$ cat src/rtl/dmem_arbiter.sv
// dmem_arbiter: shares the single-port data memory between the MM stage
// (priority) and a host burst port; optional guard DMEM_ARB_STARVE_GUARD_EN.
// Ports: clk, rst (sync, active high); cpu_* MM-stage access with
// same-cycle rdata and a one-cycle stall; host_* burst request, beat ack,
// registered read data, busy and done pulse; mem_* memory port with
// combinational read data.
module dmem_arbiter #(
    parameter int ADDR_W     = 12,
    parameter int LEN_W      = 8,
    parameter int STARVE_MAX = 8
) (
    input  logic              clk,
    input  logic              rst,
    input  logic              cpu_req,
    input  logic              cpu_we,
    input  logic [ADDR_W-1:0] cpu_addr,
    input  logic [31:0]       cpu_wdata,
    output logic [31:0]       cpu_rdata,
    output logic              cpu_stall,
    input  logic              host_req,
    input  logic              host_we,
    input  logic [ADDR_W-1:0] host_addr,
    input  logic [LEN_W-1:0]  host_len,
    input  logic [31:0]       host_wdata,
    output logic              host_ack,
    output logic              host_rvalid,
    output logic [31:0]       host_rdata,
    output logic              host_busy,
    output logic              host_done,
    output logic [ADDR_W-1:0] mem_addr,
    output logic [31:0]       mem_in,
    output logic              mem_we,
    input  logic [31:0]       mem_out
);

    typedef enum logic [1:0] {
        IDLE,
        BURST,
        DONE
    } state_t;

    state_t            state;
    state_t            state_nx;
    logic [ADDR_W-1:0] addr_q;
    logic [LEN_W-1:0]  rem_q;
    logic              we_q;
    logic              done_q;
    logic              in_burst;
    logic              host_gnt;
    logic              last_beat;

    assign in_burst  = (state == BURST);
    assign last_beat = host_gnt && (rem_q == LEN_W'(1));

`ifdef DMEM_ARB_STARVE_GUARD_EN
    localparam int SW = $clog2(STARVE_MAX + 1);

    logic [SW-1:0] starve_q;
    logic          forced;

    // Counts consecutive denied burst cycles; a full count forces the
    // next cycle to the host.
    always_ff @(posedge clk) begin
        if (rst) begin
            starve_q <= '0;
        end else if (!in_burst || host_gnt) begin
            starve_q <= '0;
        end else begin
            starve_q <= starve_q + 1'b1;
        end
    end

    assign forced    = in_burst && (starve_q == SW'(STARVE_MAX));
    assign host_gnt  = in_burst && (forced || !cpu_req);
    assign cpu_stall = cpu_req && host_gnt;
`else
    assign host_gnt  = in_burst && !cpu_req;
    assign cpu_stall = 1'b0;
`endif

    always_ff @(posedge clk) begin
        if (rst) begin
            state <= IDLE;
        end else begin
            state <= state_nx;
        end
    end

    always_comb begin
        state_nx = state;
        unique case (state)
            IDLE: begin
                if (host_req) begin
                    state_nx = (host_len == '0) ? DONE : BURST;
                end
            end
            BURST: begin
                if (last_beat) begin
                    state_nx = IDLE;
                end
            end
            DONE:    state_nx = IDLE;
            default: state_nx = IDLE;
        endcase
    end

    always_ff @(posedge clk) begin
        if (rst) begin
            addr_q      <= '0;
            rem_q       <= '0;
            we_q        <= 1'b0;
            done_q      <= 1'b0;
            host_rvalid <= 1'b0;
            host_rdata  <= '0;
        end else begin
            done_q      <= last_beat;
            host_rvalid <= host_gnt && !we_q;
            if (host_gnt && !we_q) begin
                host_rdata <= mem_out;
            end
            if (state == IDLE && host_req) begin
                addr_q <= host_addr;
                rem_q  <= host_len;
                we_q   <= host_we;
            end else if (host_gnt) begin
                addr_q <= addr_q + 1'b1;
                rem_q  <= rem_q - 1'b1;
            end
        end
    end

    always_comb begin
        mem_addr = cpu_addr;
        mem_in   = cpu_wdata;
        mem_we   = cpu_req && cpu_we;
        if (host_gnt) begin
            mem_addr = addr_q;
            mem_in   = host_wdata;
            mem_we   = we_q;
        end
    end

    assign cpu_rdata = mem_out;
    assign host_ack  = host_gnt;
    assign host_busy = (state != IDLE);
    // Burst completion is reported one cycle after the last beat, when the
    // FSM is already back in IDLE; the zero-length case uses DONE instead.
    assign host_done = done_q || (state == DONE);

endmodule

$ cat config.mk
export PLATFORM = sky130hd
export DESIGN_NAME = dmem_arbiter
export DESIGN_NICKNAME = d
export VERILOG_FILES = /design/src/rtl/dmem_arbiter.sv
export SDC_FILE = /design/constraint.sdc
export NUM_CORES = 1
export LEC_CHECK = 0
export BUFFER_PORTS_ARGS = -buffer_cell sky130_fd_sc_hd__buf_2
export CORE_AREA = 2 2 96 98
export DETAILED_ROUTE_END_ITERATION = 12
export DIE_AREA = 0 0 98 100
export GPL_TIMING_DRIVEN = 0
export HOLD_SLACK_MARGIN = 0.06
export PLACE_DENSITY_LB_ADDON = 0.12
export SKIP_LAST_GASP = 1
export SLEW_MARGIN = 20
export SYNTH_ARGS = -nofsm -noshare
export SYNTH_HDL_FRONTEND = slang
export SYNTH_SLANG_ARGS = --single-unit
$ cat constraint.sdc
create_clock -name clk -period 2.4 [get_ports clk]
set_clock_uncertainty 0.2 [all_clocks]
set_input_delay 0.6 -clock clk [delete_from_list [all_inputs] [get_ports clk]]
set_output_delay 0.6 -clock clk [all_outputs]
set_load 0.01 [all_outputs]
==> qor.yml <==
setup_viol: 46
path_delay_family: "buffers and inverters"
fin_ws_ps: -242
cp_max_fo: 7
yosysWarnings: 0
yosys_register_bits: 57
power.density_nw_per_um2: 511
portBuffers: 246
yosysMostFrequentCell: "nand2_1"
power_mw: 2.86
drc: 0
power.leakage_nw: 2.91
cp.arrival_ps: 1840
ys.flop_type: "dfxtp_1"
ir_worst_vdd_mv: 0.311
maxSlewHeadroom: 0.586
dpl_cell_area_sq_um: 4670
gp_congestion: 0.908
yosysSeqAreaShare: 0.347
cts_tree: "done"
synth_edf_count: 0
holdBufCountCts: 0
syn-num-nets: 622
die_y_microns: 100
clock.fmax_mhz: 378
synth_top_area_cell: "dfxtp_1"
die_x_microns: 98
crit_type: "in -> out"
cts.clk_slew.worst_paths_ps: 70
antenna_found_initial: 0
cts-buffers-inserted: 9
grt_usage: 0.228
htreeDepth: 3
drive_above_1_share: 0.518
worst_pin_slew_ps: 616
crit_path_end_kind: "output pin"
path_buf_inv: 6
path_cells: "buf_2 -> or3b_1 -> buf_6 -> inv_8 -> buf_12 -> clkbuf_16 -> nand2_1 -> nand2_1 -> buf_2"
crit_slowest_cell: "or3b_1"
syn_inst: 485
core_area_sq_um: 8890
violations: "negative setup slack"
wl_per_cell_microns: 14.2
viasPerCell: 4.83
drv_cap: 0
rows: 35
hold_path_class: "reg -> reg"
root_buffer: "clkbuf_8"
setup_tns_ps: -8320
gr-total-overflow: 0
cts_max_path_buffers: 2
status: "finished with violations"
startpoint_type: "input pin"
detail-route-antenna-nets: 0
drt-total-wl_mm: 12.5
grt_pass1_wl_mm: 18.1
drt_iter0_drc: 171
finalNetCount: 904
finalHoldViolCount: 0
avgSynthCellArea_sq_um: 6.77
worst-r2r-setup-slack_ps: 190
cp.required_ps: 1600
drt-pass1-iter-count: 5
hpwl_mm: 9.05
ys_top_cells_by_count: "200 x nand2_1, 57 x dfxtp_1, 47 x a21oi_1"
grt_max_degree: 12
syn_area_sq_um: 3290
synthArstFlopShare: 0
min_period_ps: 2640
num_vias: 4265
area_delta_synth_final_pct: 70.5
clock_sinks: 57
final_core_util: 0.630
slew_violations: 0
rsz0062_at_grt: "yes"
antenna_cells: 0
synth_top_area_share: 0.347
clock_latency_ps: 340
min_period_over_period: 1.10
first_global_vias: 3907
slowest_delay_ps: 360
io_pins: 248
dieArea_sq_um: 9800
finalInstanceArea_sq_um: 5600
yosys-top-cells-area: "dfxtp_1 35%, nand2_1 23%, buf_4 8.0%"
num-fill-cells: 815
yosys.cell_types.count: 48
initial_utilization: 0.370
==> where the power goes <==
| part | total (mW) | internal, mW | switching, mW |
|---|---|---|---|
| clock network | 0.994 | 0.584 | 0.411 |
| registers | 1.04 | 0.996 | 0.0431 |
| logic | 0.828 | 0.421 | 0.407 |
==> placed cells by master, fill, tap and decap left out, types with 10 or more instances in the layout <==
cell type and count:
buf_2 235, buf_6 20, nor2_1 17, clkbuf_8 10
clkbuf_1 10, nand2_1 150, nand2_2 43, a21oi_1 47
dfxtp_1 55, buf_4 50
==> worst register-to-register path, delay by kind of cell, from the launching register on <==
kind | cells | cell delay, ps
compound gates | 1 | 230
buf+inv | 6 | 720
simple gates | 3 | 590
flops | 1 | 340
==> per-layer routing <==
layer | global-route usage | wire [microns] | up-vias
met4 | 0.0769 | 247 | 0
li1 | - | - | 2142
met3 | 0.0634 | 1010 | 25
met5 | 0 | 0 | -
met1 | 0.244 | 4800 | 1915
met2 | 0.431 | 6480 | 183
==> cells by family (layout without fill, tap and decap cells) <==
family	count (synthesis)	count (layout)	synth area share
XOR/XNOR	4	4	0.0107
buffers and inverters	72	359	0.132
adder cells (fa/ha/maj)	3	3	0.0114
AND/OR/NAND/NOR	255	255	0.323
multiplexers	1	1	0.00457
AO/OA/AOI/OAI	92	92	0.170
other	1	1	0.00114
flip-flops	57	57	0.347
==> registers in the layout, indices dropped and copies added (netlist names) <==
| signal | count |
|---|---|
| addr_q | 12 |
| host_rvalid | 1 |
| we_q | 1 |
| rem_q | 8 |
| done_q | 1 |
| state | 2 |
| host_rdata | 32 |
==> stage by stage <==
stage / setup WS (ps) / hold slack, ps / std cells
2_1_floorplan: -7.34 / 264 / 485
3_3_place_gp: -504 / 239 / 842
3_5_place_dp: -498 / 243 / 842
4_1_cts: -214 / 253 / 876
5_1_grt: -289 / 270 / 883
6_report: -242 / 250 / 883
==> what timing repair did <==
| action | in CTS | in global routing |
|---|---|---|
| resized for setup | 74 | 58 |
| gates cloned | 6 | 4 |
| endpoints found under the setup margin | 46 | 46 |
| pin swaps | 6 | 35 |
| setup buffers | 13 | 5 |
==> path summary, 6_finish.rpt <==
check,depth (start not counted),to,from
hold reg to reg,2,host_rdata[4],host_rdata[4]
hold / removal,2,host_rdata[4],host_rdata[4]
setup reg to reg,10,state[0],state[1]
setup / recovery,9,mem_in[6],cpu_req
==> area by class of cell <==
class / instances / area [sq um] / share of cell area
multi-input cells: 356 / 1870 / 0.334
repair buffers: 274 / 1660 / 0.297
flip-flops and latches: 57 / 1150 / 0.205
plain buffers: 61 / 524 / 0.0936
well taps: 111 / 139 / 0.0248
clock buffers: 9 / 124 / 0.0221
clock inverters: 7 / 95.1 / 0.0170
inverters: 8 / 37.5 / 0.00670
No activity file was read; power rests on OpenSTA's default activity.
